[config.mk]
export PLATFORM = sky130hd
export DESIGN_NAME = digit_scan_controller
export DESIGN_NICKNAME = d
export VERILOG_FILES = /design/src/rtl/digit_scan_controller.sv
export SDC_FILE = /design/constraint.sdc
export NUM_CORES = 1
export LEC_CHECK = 0
export CORE_MARGIN = 2
export CORE_UTILIZATION = 55
export DETAILED_ROUTE_END_ITERATION = 7
export GPL_ROUTABILITY_DRIVEN = 1
export GPL_TIMING_DRIVEN = 0
export PLACE_DENSITY = 0.79
export SYNTH_ARGS = -nofsm -noshare
export SYNTH_HDL_FRONTEND = slang
export SYNTH_SLANG_ARGS = --single-unit
[constraint.sdc]
create_clock -name clk_i -period 2.5 [get_ports clk_i]
set_clock_uncertainty 0.05 [all_clocks]
set_input_delay 0.5 -clock clk_i [delete_from_list [all_inputs] [get_ports clk_i]]
set_output_delay 0.5 -clock clk_i [all_outputs]
set_load 0.02 [all_outputs]
[src/rtl/digit_scan_controller.sv]
// rtl/digit_scan_controller.sv - four-digit time-multiplexed display scan controller
//
// Steps a 1:4 digit-select demux through digits 0..3. Each digit slot is a
// blanking gap of BLANK_CYC cycles followed by a show window of SHOW_CYC
// cycles. Loaded time values are double-buffered: they only reach the
// displayed frame (shadow) at a frame boundary, so one frame never mixes
// old and new digits.
//
// Ports:
//   clk_i          system clock, rising edge
//   rst_n_i        asynchronous active-low reset
//   enable_i       scan enable (level)
//   load_i         single-cycle strobe capturing digits_in_i
//   digits_in_i    {digit0, digit1, digit2, digit3}, BCD, digit0 in [15:12]
//   lz_en_i        suppress a leading zero on digit0
//   sel_o          demux select, d = {sel_o[0], sel_o[1]}
//   seg_on_o       segment enable (active high)
//   bcd_out_o      BCD code of the current digit
//   frame_start_o  one-cycle pulse on the first cycle of each frame
//   bcd_err_o      sticky: a non-BCD digit reached a show window
module digit_scan_controller #(
    parameter int SHOW_CYC  = 4,
    parameter int BLANK_CYC = 1
) (
    input  logic        clk_i,
    input  logic        rst_n_i,
    input  logic        enable_i,
    input  logic        load_i,
    input  logic [15:0] digits_in_i,
    input  logic        lz_en_i,
    output logic [0:1]  sel_o,
    output logic        seg_on_o,
    output logic [3:0]  bcd_out_o,
    output logic        frame_start_o,
    output logic        bcd_err_o
);

    localparam int MAX_CYC = (SHOW_CYC > BLANK_CYC) ? SHOW_CYC : BLANK_CYC;
    localparam int CW      = (MAX_CYC > 1) ? $clog2(MAX_CYC) : 1;
    localparam logic [CW-1:0] SHOW_LAST  = CW'(SHOW_CYC - 1);
    localparam logic [CW-1:0] BLANK_LAST = CW'(BLANK_CYC - 1);

    typedef enum logic [1:0] {
        S_IDLE  = 2'd0,
        S_BLANK = 2'd1,
        S_SHOW  = 2'd2
    } state_t;

    state_t        state_q, state_d;
    logic [1:0]    idx_q, idx_d;
    logic [CW-1:0] cnt_q, cnt_d;
    logic [15:0]   pending_q, pending_d;
    logic          pend_q, pend_d;
    logic [15:0]   shadow_q, shadow_d;

    logic [1:0]    sel_q, sel_d;
    logic          seg_on_q, seg_on_d;
    logic [3:0]    bcd_q, bcd_d;
    logic          fs_q, fs_d;
    logic          err_q, err_d;

    logic          boundary;
    logic [3:0]    digit_d;

    // Next-state logic. A frame boundary is any transition into BLANK with
    // index 0: either leaving IDLE or wrapping past digit 3.
    always_comb begin
        state_d  = state_q;
        idx_d    = idx_q;
        cnt_d    = cnt_q;
        boundary = 1'b0;
        if (!enable_i) begin
            state_d = S_IDLE;
            idx_d   = 2'd0;
            cnt_d   = '0;
        end else begin
            case (state_q)
                S_IDLE: begin
                    state_d  = S_BLANK;
                    idx_d    = 2'd0;
                    cnt_d    = '0;
                    boundary = 1'b1;
                end
                S_BLANK: begin
                    if (cnt_q == BLANK_LAST) begin
                        state_d = S_SHOW;
                        cnt_d   = '0;
                    end else begin
                        cnt_d = cnt_q + 1'b1;
                    end
                end
                S_SHOW: begin
                    if (cnt_q == SHOW_LAST) begin
                        state_d  = S_BLANK;
                        cnt_d    = '0;
                        idx_d    = idx_q + 2'd1;
                        boundary = (idx_q == 2'd3);
                    end else begin
                        cnt_d = cnt_q + 1'b1;
                    end
                end
                default: begin
                    state_d = S_IDLE;
                    idx_d   = 2'd0;
                    cnt_d   = '0;
                end
            endcase
        end
    end

    // Double buffer. A load on the boundary itself bypasses pending so the
    // new value is shown in the frame that is just starting.
    always_comb begin
        pending_d = pending_q;
        pend_d    = pend_q;
        shadow_d  = shadow_q;
        if (load_i) begin
            if (boundary) begin
                shadow_d = digits_in_i;
                pend_d   = 1'b0;
            end else begin
                pending_d = digits_in_i;
                pend_d    = 1'b1;
            end
        end else if (boundary && pend_q) begin
            shadow_d = pending_q;
            pend_d   = 1'b0;
        end
    end

    always_comb begin
        case (idx_d)
            2'd0:    digit_d = shadow_d[15:12];
            2'd1:    digit_d = shadow_d[11:8];
            2'd2:    digit_d = shadow_d[7:4];
            default: digit_d = shadow_d[3:0];
        endcase
    end

    // Outputs are computed from the next state and registered alongside it,
    // so they line up with the state they describe. sel only moves when
    // entering BLANK, never while segments are lit.
    always_comb begin
        sel_d    = (state_d == S_IDLE) ? 2'd0 : idx_d;
        bcd_d    = (state_d == S_IDLE) ? 4'd0 : digit_d;
        seg_on_d = (state_d == S_SHOW) && (digit_d <= 4'd9) &&
                   !((idx_d == 2'd0) && lz_en_i && (digit_d == 4'd0));
        fs_d     = boundary;
        err_d    = err_q | ((state_d == S_SHOW) && (digit_d > 4'd9));
    end

    always_ff @(posedge clk_i or negedge rst_n_i) begin
        if (!rst_n_i) begin
            state_q   <= S_IDLE;
            idx_q     <= 2'd0;
            cnt_q     <= '0;
            pending_q <= 16'h0000;
            pend_q    <= 1'b0;
            shadow_q  <= 16'h0000;
            sel_q     <= 2'd0;
            seg_on_q  <= 1'b0;
            bcd_q     <= 4'd0;
            fs_q      <= 1'b0;
            err_q     <= 1'b0;
        end else begin
            state_q   <= state_d;
            idx_q     <= idx_d;
            cnt_q     <= cnt_d;
            pending_q <= pending_d;
            pend_q    <= pend_d;
            shadow_q  <= shadow_d;
            sel_q     <= sel_d;
            seg_on_q  <= seg_on_d;
            bcd_q     <= bcd_d;
            fs_q      <= fs_d;
            err_q     <= err_d;
        end
    end

    // sel_o is declared [0:1]: sel_o[0] receives the index MSB.
    assign sel_o         = sel_q;
    assign seg_on_o      = seg_on_q;
    assign bcd_out_o     = bcd_q;
    assign frame_start_o = fs_q;
    assign bcd_err_o     = err_q;

endmodule
; Yosys cells after proc, flatten, opt, wreduce, memory -nomap -nowiden
; Cells that the tools add are included.
; Widths: inputs -> output; s select.
[op_classes]
n_addsub = 2
bitwise_logic = 2
multipliers = 0
mux = 23
shifts = 0
n_reduce_logical = 14
eq_ne = 7
magnitude_cmp = 2
n_div = 0
[ops]
columns = op, count
row1 = $mux 16, 3
row2 = $mux 2, 9
row3 = $pmux 4 s3, 1
row4 = $eq 2x2->1 const B, 5
row5 = $logic_not 2->1, 4
row6 = $pmux 2 s2, 2
row7 = $logic_and 1x1->1, 6
row8 = $pmux 2 s3, 1
row9 = $mux 1, 5
row10 = $add 2x1->2 const B, 2
row11 = $eq 2x1->1 const B, 2
row12 = $gt 4x4->1 const B, 1
row13 = $le 4x4->1 const B, 1
row14 = $logic_not 4->1, 1
row15 = $mux 4, 1
row16 = $pmux 1 s2, 1
row17 = $reduce_and 2->1, 1
row18 = $reduce_bool 2->1, 1
row19 = $logic_not 1->1, 1
row20 = $not 1->1, 1
row21 = $or 1x1->1, 1
[totals]
rom_bits = 0
ff_bits = 48
wordCells = 61
memories = 0
output_inout_bits = 9
ramBits = 0
latch_bits = 0

; Depth between registers and ports, before layout
; Gate-level depths: netlist (run 1).
[logic_depth]
depth_word = 12
ltp_mapped = 11

; Worst setup path before layout (run 1)
; No wires, ideal clock.
[synth_timing]
path_type = reg2reg
from = reg state_q[0]
to = reg bcd_q[0] (netlist: bcd_out_o[0])
t_required_ps = 2306
slack_ps = 329
setup_ps = 144
arrival_ps = 1977
stages_incl_launch_ff = 10
n_path_buf = 1
cell_sequence = dfrtp_1 inv_1 ha_1 a31o_4 buf_6 and3_4 a221oi_1 nor2_1 a211oi_1 a211oi_1
[synth_between]
elab_chain_cells = 8
elab_cells_between_ends = 21
[synth_rtl]
columns = item, line_no
row1 = start: declaration, 49  ; state_t state_q, state_d;
row2 = start signal: assignment, 166  ; state_q <= state_d;
row3 = $eq 2x2->1 / $logic_not 2->1 (equally long branches), 77  ; case (state_q)
row4 = $pmux 1 s2, 77
row5 = $mux 1, 72  ; if (!enable_i) begin
row6 = $logic_and 1x1->1, 125  ; end else if (boundary && pend_q) begin
row7 = $mux 16, 125
row8 = $mux 16, 117  ; if (load_i) begin
row9 = $pmux 4 s3, 132  ; case (idx_d)
row10 = $mux 4 *, 145  ; bcd_d = (state_d == S_IDLE) ? 4'd0 : digit_d;
row11 = named net bcd_d[0], 58  ; logic [3:0] bcd_q, bcd_d;
row12 = end signal: assignment, 162  ; bcd_q <= 4'd0;
row13 = end signal: assignment, 174  ; bcd_q <= bcd_d;
row14 = end: declaration, 58
; Mark *: on every way through the listed nets, which the timed path passes. The rest lies on a longest branch.
; A chain may end at the register's enable or synchronous reset.

; Worst setup path after layout (run 1)
[layout_timing]
from = in load_i
to = reg pending_q[12]
[layout_between]
elab_chain_cells = 1
[layout_rtl]
columns = item, line_no
row1 = start: declaration, 28  ; input logic load_i,
row2 = $reduce_and 2->1 (no source line), -
row3 = end signal: assignment, 169  ; pending_q <= pending_d;
row4 = end: declaration, 52  ; logic [15:0] pending_q, pending_d;
; No other way between the ends.

==> summary by stage, run 1 <==
Run status
The flow ran to the end, and the final reports show no timing, DRC or antenna violations.

STA
Setup violations remaining at the end of the flow were counted as 0. The clock period could shrink to 2.35 ns. The relative slew slack is 68.8%. Setup repair after global routing left no endpoint under its margin. The sum of negative setup slack is 0 ns. The highest clock frequency the design can meet is 0.425 GHz. The worst path meets setup with 0.145 ns of slack. The actual slew at the worst max-slew pin is roughly 0.47 ns. Of the available clock period, the critical path in the final layout requires between 90% and 100%. The final max-slew violation count is 0. The final hold violation count is 0.

Critical path
STA classifies the critical path startpoint as a primary input. The data arrival time of the critical path is 2.49 ns. At the worst endpoint, the required time is 2.64 ns. The start point of the critical path is load_i. Walking the worst path, the cells encountered are clkdlybuf4s50_1 > buf_4 > clkbuf_1 > nand2_1 > buf_2 > mux2_2. The sort of element at the end of the critical path is a flip-flop. The critical path in this run is classified as in2reg. The maximum fanout count along the critical path is 10. The highest-delay cell along the critical path is sky130_fd_sc_hd__clkdlybuf4s50_1.

The critical path's largest stage delay is 0.48 ns. Counting both buffers and inverters, the worst setup path holds a total of 4. Grouping stages by cell kind, the critical path spends the most delay in buffers and inverters. The worst register-to-register path begins at state_q[1].

Layout
Fill cells in the final layout number between 300 and 400. In the layout the commonest cells are sky130_fd_sc_hd__dfrtp_1, sky130_fd_sc_hd__clkdlybuf4s50_1, sky130_fd_sc_hd__mux2_2, sky130_fd_sc_hd__inv_1. The area growth from synthesis to layout is 20.3%. For this run, the post-layout net count is slightly below 300. The proportion of layout cells with a drive suffix above 1 is 20.8%. The antenna diode count is 0. The most common library cell in the layout ignoring fill and taps is sky130_fd_sc_hd__dfrtp_1. The post-layout instance count excluding filler cells is 317.

Global route
The initial antenna violation count is 0. Global routing consumed, over all layers together, a little under a quarter of the routing resources. The first global-routing pass estimated 8950 um of wire. Global routing finished with a remaining overflow of 0. The via count of the first global-routing pass is 1908. The largest net degree at the start of global routing is 30.

Clock tree
The buffer depth of the longest clock path is 2. Counting every sink on the clock net gives 48. The clock latency of the later-clocked register in the worst-skew pair is 0.30 ns. In this run, CTS created clock tree buffers numbering 5. After clock tree synthesis, the flow added hold-fix buffers numbering 0. The register clock-pin slew on the reported worst setup and hold paths is ~0.09 ns. TritonCTS built the clock tree. The cell at the root of the clock tree is sky130_fd_sc_hd__clkbuf_8. The H-tree generated during clock tree synthesis spans 2 levels.

Power and ir drop
In this run the static leakage power is roughly 1.2 nW. Per report_power, the combinational group accounts for 31.6% of the total. Summing internal, switching and leakage power gives 2.34 mW. The part of the total power dissipated in sequential elements is 45.0%. The switching fraction of total power is 31.2%.

The analysis attributes to net switching a power of 731 uW. The power density of the placed cells is between 700 and 800 nW/um^2. The part of the power in the clock network is 23.3%. The internal power component is 1.61 mW. Across the VDD grid, the largest voltage drop is 0.525 mV.

Logic synthesis
The distinct cell type count of the synthesized netlist is 42. After synthesis, the largest area contributor takes up 48.2% of total cell area. During synthesis, Yosys emitted a total of 0 warnings. The synthesized area per cell is 11.1 sq um.

The synthesized flop and latch total is 48. The sequential element share of the synthesized area is 48.2%. The area of the mapped netlist is 2490 sq um. Synthesis produced around 220 cells. Of all cell types, the one taking the most synthesized area is sky130_fd_sc_hd__dfrtp_1. In this run, synthesis inferred 0 flip-flops with an integrated enable.

When the netlist entered floorplanning its net count stood at 253. Among all flip-flop cells after synthesis, the most frequent one is sky130_fd_sc_hd__dfrtp_1. By area the synthesized netlist is led by sky130_fd_sc_hd__dfrtp_1, sky130_fd_sc_hd__mux2_2, sky130_fd_sc_hd__ha_1, sky130_fd_sc_hd__a41oi_1, sky130_fd_sc_hd__nor3b_1. The share of synthesized flip-flops with an asynchronous set or reset is 100%.

Min path
The path category of the worst min-delay check is in2async.

Route
The count of vias placed by the detailed router is 1895. The first detailed-routing pass took 4 iterations. The count of nets left with antenna violations after detail routing is 0. After detailed routing, the number of remaining DRC violations is 0.

The average via count per standard cell is 5.98. Dividing the detail-routed wire length by the instance count gives about 17 um. The detailed router finished its first iteration with 89 violations. The routed design has 5390 um of wire.

Floorplanning
In this run the standard cell core region covers 4350 sq um. The initial core utilization is 57.2%. From left edge to right edge, the die measures a little over 70 um. The cell row count is 24. The die extent in y is just over 70 um.

The I/O pin total is 30. The die outline area is 5080 sq um.

Placed design
The post-placement setup slack is -0.264 ns. The detailed placement HPWL is 3780 um. At the end of routability-driven placement, the weighted congestion stood at ~0.76. The number of buffers added on ports is 29. The number of placed instances, taps included, is slightly above 300.

Flow run
The tool flagged a number of max-cap violations equal to 0.
-- timing repair --
item                       CTS  global route
buffers inserted             0             3
hold endpoints to repair     0             0
pin swaps                    1             1
setup endpoints to repair    1             4
resized for setup            0             7
-- logic make-up after synthesis --
logic type                 count (synthesis)  synth area share [%]
DFF                                       48                  48.2
buffers and inverters                     30                  6.28
adders and majority gates                  8                  4.02
and+or+nand+nor                           67                  15.9
AOI/OAI and AO/OA                         47                  15.0
muxes                                     24                  10.5
-- registers in the layout (all words and copies together) (netlist names) --
register and count:
bcd_err_o 1, bcd_out_o 4, cnt_q 2, frame_start_o 1, idx_q 2, pend_q 1, pending_q 16, seg_on_o 1
sel_o 2, shadow_q 16, state_q 2
-- stage by stage --
step / hold WS [ns] / util, % / instance area, sq um
after global placement: 0.412 / 65.4 / 2850
after detailed placement: 0.412 / 65.7 / 2860
after floorplan: 0.154 / - / 2490
final: 0.0923 / 68.9 / 3000
after global routing: 0.131 / 68.9 / 3000
after CTS: 0.106 / 68.2 / 2970
-- Yosys cell counts (3+ instances only) --
master and n:
sky130_fd_sc_hd__dfrtp_1 48, sky130_fd_sc_hd__ha_1 8, sky130_fd_sc_hd__mux2_2 18, sky130_fd_sc_hd__nand2_1 9, sky130_fd_sc_hd__nand4_1 10, sky130_fd_sc_hd__a41oi_1 9
sky130_fd_sc_hd__inv_1 15, sky130_fd_sc_hd__o211ai_1 9, sky130_fd_sc_hd__nor3b_1 9, sky130_fd_sc_hd__mux2i_1 6, sky130_fd_sc_hd__nor2_1 10, sky130_fd_sc_hd__a21oi_1 7
sky130_fd_sc_hd__buf_4 3, sky130_fd_sc_hd__a32oi_1 3, sky130_fd_sc_hd__nor2b_1 6, sky130_fd_sc_hd__nand3_1 9, sky130_fd_sc_hd__nand2b_1 4, sky130_fd_sc_hd__clkbuf_1 5
sky130_fd_sc_hd__o21ai_0 4, sky130_fd_sc_hd__buf_6 4
-- power by group through the flow --
stage / sequential (mW) / clock (mW) / combinational (mW)
after floorplan: 1.08 / 0 / 0.476
after global placement: 1.06 / 0 / 0.710
after detailed placement: 1.07 / 0 / 0.732
after CTS: 1.05 / 0.565 / 0.734
after global routing: 1.07 / 0.591 / 0.818
final: 1.05 / 0.546 / 0.741
-- routing by layer --
layer / vias up / part of all wire (%) / GRT usage, %
li1: 897 / - / -
met5: - / 0 / 0
met2: 48 / 49 / 35.7
met3: 11 / 4.6 / 3.94
met4: 0 / 1.8 / 8.81
met1: 939 / 45 / 31.2
-- worst paths after layout --
check | end | slack [ns] | cells after the start
max reg2reg | bcd_err_o | 0.17 | 11
max | pending_q[12] | 0.15 | 6
min reg2reg | bcd_err_o | 0.43 | 1
min in group clk_i | bcd_err_o | 0.43 | 1
min | pending_q[5] | 0.09 | 1
max in group asynchronous | pending_q[0] | 1.79 | 2
-- layout make-up --
class                           instances  area, sq um  share of cell area [%]
Tap cell                               52         65.1                    2.17
Clock buffer                            6         72.6                    2.42
Clock inverter                          2         35.0                    1.17
Timing Repair Buffer                   33          328                    10.9
Sequential cell                        48         1200                    40.1
Multi-Input combinational cell        146         1140                    37.9
Inverter                               16         60.1                    2.00
Buffer                                 14          100                    3.34
Note: power is estimated with default switching activity, not from simulation.
==> inputs of run 2 (changes only) <==
--- a/config.mk
+++ b/config.mk
@@ -11,6 +11,7 @@
 export GPL_ROUTABILITY_DRIVEN = 1
 export GPL_TIMING_DRIVEN = 0
 export PLACE_DENSITY = 0.79
+export SETUP_SLACK_MARGIN = 0.05
 export SYNTH_ARGS = -nofsm -noshare
 export SYNTH_HDL_FRONTEND = slang
 export SYNTH_SLANG_ARGS = --single-unit
==> run 2 against run 1 <==
  * Global-route usage grew 0.21 points
  * Worst setup slack lost 0.024 ns
  * Largest cell class unchanged
  * Critical path type unchanged
  * First-iteration DRC count grew 25%
  * Clock power grew 0.9%
  * Design area grew 1.4%
  * Power grew 1.2%
  * Combinational power grew 3.0%
==> summary by stage, run 2 (synthesis gave the netlist of run 1 again) <==
STA
The final worst hold slack is 0.0921 ns. The highest clock frequency the design can meet is 0.420 GHz. At the pin with the least slew margin, the transition time is around 0.52 ns. The final max-slew violation count came to 0.

Setup repair after global routing could not meet its margin everywhere. The final hold violation count is 0. Headroom to the max-slew limit came out at 65.3%.

Subtracting the final worst setup slack from the clock period gives roughly 2.4 ns. Dividing the final minimum period by the clock period gives between 90% and 100%. The final worst slack is 0.121 ns. Setup violations remaining at the end of the flow were counted as 0.

Power and ir drop
The leakage power is 1.26 nW. The switching fraction of total power is 31.6%. The clock network burns 23.3% of the power. The largest vdd supply drop is 0.524 mV. The switching power total is roughly 750 uW. The power density of the placed cells is 779 nW/um^2. The fraction of power consumed by combinational cells is 32.2%. The part of the total power dissipated in sequential elements is 44.5%. The internal power component is about 1.6 mW.

Layout
The post-layout instance count excluding filler cells is 319. The library cell used most frequently in the layout, excluding fill and tap cells, is sky130_fd_sc_hd__dfrtp_1. From synthesis to final layout, the design area changed by 22.0%.

The filler cells instantiated in the layout total 330. The multi-input gate area in the final layout is 1160 sq um. In the layout the commonest cells are sky130_fd_sc_hd__dfrtp_1, sky130_fd_sc_hd__clkdlybuf4s50_1, sky130_fd_sc_hd__mux2_2, sky130_fd_sc_hd__inv_1. The sequential cells in the finished layout cover a total of 1200 sq um. The final net count is 295. The antenna diode count is 0. The proportion of layout cells with a drive suffix above 1 is 22.8%.

Floorplanning
The initial core utilization is a little under three fifths. The die width is 71.3 um. Row generation in the floorplan step produced 24 rows.

The I/O pin total is 30. The die covers 5080 sq um. The die extent in y is 71.3 um. The area of the core is 4350 sq um.

Global route
The first global-routing pass estimated 9030 um of wire. Entering global routing, the biggest net connects 30 pins. In the global route stage, overall resource usage came out at 22.8%. The initial antenna violation count came to 0. The total overflow left after global routing is 0. The via count of the first global-routing pass came to 1902.

Placed design
The number of placed cells counting well taps is roughly 300. Routability-driven placement finished with a final weighted congestion of 0.762. The wire-length estimate of the detail-placed layout is 3780 um.

The post-placement setup slack is -0.264 ns. Buffers placed on the I/O ports in this run total 29.

Critical path
The maximum fanout count along the critical path is 10. The kind of launch point of the worst setup path is a primary input. The sort of element at the end of the critical path is a flip-flop.

Data on the critical path arrives at its endpoint at 2.50 ns. The category of the most critical setup path is in2reg. The worst endpoint required time is 2.62 ns.

Run status
The run finished with clean final reports.

Route
Using the TritonRoute via totals, the vias-per-cell ratio works out to 5.95. The number of violations reported at the end of detailed-routing iteration 0 is 111. The first TritonRoute pass finished after 4 iterations. In the final routed layout, each cell accounts on average for 17.4 um. After detailed routing, the number of remaining DRC violations is 0.

The final layout contains routed wiring with a total length of 5550 um. The count of vias placed by the detailed router is about 1900. The count of nets left with antenna violations after detail routing is 0.

Clock tree
Buffers inserted during clock tree synthesis total 5. The buffer depth of the longest clock path is 2. The later pin in the worst-skew pair is clocked with a latency of around 0.30 ns. The clock tree from TritonCTS is done.

Clock-pin slew was measured on the worst setup and hold paths at around 0.09 ns. The clock tree synthesis step divided the H-tree into 2 levels. The sink count of the clock tree is 48. The cell at the root of the clock tree is sky130_fd_sc_hd__clkbuf_8.

Min path
The worst hold path belongs to the class in2async.

Flow run
Across the run, the number of max-cap violations was 0.
[run 2: changes by cell type in the layout (fill, tap and decap cells not counted)]
cell,delta
sky130_fd_sc_hd__a32oi_1,-1
sky130_fd_sc_hd__a32oi_2,+1
sky130_fd_sc_hd__a41oi_1,-1
sky130_fd_sc_hd__a41oi_2,+1
sky130_fd_sc_hd__buf_4,+2
sky130_fd_sc_hd__mux2_2,-1
sky130_fd_sc_hd__mux2_4,+1
sky130_fd_sc_hd__nand2_1,-1
sky130_fd_sc_hd__nand2_2,+1
sky130_fd_sc_hd__o22ai_1,-1
sky130_fd_sc_hd__o22ai_2,+1
[run 2: routing by layer]
metal | up-vias | global-route usage (%) | part of all wire (%)
li1 | 904 | - | -
met4 | 0 | 7.76 | 0.52
met2 | 45 | 36.2 | 51
met3 | 3 | 3.66 | 5.0
met5 | - | 0 | 0
met1 | 946 | 32.0 | 43
[run 2: cell type report]
cell class,count,area share (%)
buffer,14,3.29
clock buffer,6,2.39
clock inverter,2,1.15
inverter,16,1.98
multi-input combinational,146,38.3
sequential,48,39.5
tap,52,2.14
timing repair buffer,35,11.3
[run 2: final timing paths]
check | slack [ns] | cells past startpoint | end | startpoint
max in group asynchronous | 1.79 | 2 | shadow_q[3] | rst_n_i
min reg2reg | 0.43 | 1 | bcd_err_o | bcd_err_o
max reg2reg | 0.13 | 11 | seg_on_o | state_q[0]
min | 0.09 | 1 | pending_q[5] | rst_n_i
min in group clk_i | 0.43 | 1 | bcd_err_o | bcd_err_o
max | 0.12 | 8 | bcd_out_o[0] | load_i
[run 2: metrics by stage]
| step | util, % | cell area (sq um) | power, mW | setup TNS, ns |
|---|---|---|---|---|
| final | 69.8 | 3040 | 2.37 | 0 |
| after floorplan | - | 2490 | 1.56 | 0 |
| after detailed placement | 65.7 | 2860 | 1.80 | -2.71 |
| after CTS | 68.8 | 3000 | 2.35 | 0 |
| after global placement | 65.4 | 2850 | 1.77 | -28.35 |
| after global routing | 69.8 | 3040 | 2.50 | 0 |
[run 2: what timing repair did]
action	in CTS	in global routing
setup endpoints to repair	3	14
hold buffers	0	0
gates resized for setup	2	9
setup buffers	3	2
pin swaps	2	3
[run 2: critical path, cell delays in order]
cell                              delay (ns)
sky130_fd_sc_hd__clkdlybuf4s50_1        0.48
sky130_fd_sc_hd__buf_4                  0.17
sky130_fd_sc_hd__clkbuf_1               0.43
sky130_fd_sc_hd__a21oi_1                0.10
sky130_fd_sc_hd__a221oi_1               0.40
sky130_fd_sc_hd__nor2_1                 0.09
sky130_fd_sc_hd__a211oi_1               0.23
sky130_fd_sc_hd__a211oi_1               0.08
[run 2: power by group through the flow]
stage	clock network (mW)	logic [mW]	registers (mW)
floorplan	0	0.476	1.08
global placement	0	0.710	1.06
detailed placement	0	0.732	1.07
CTS	0.565	0.735	1.05
global route	0.593	0.838	1.07
finish	0.551	0.763	1.06
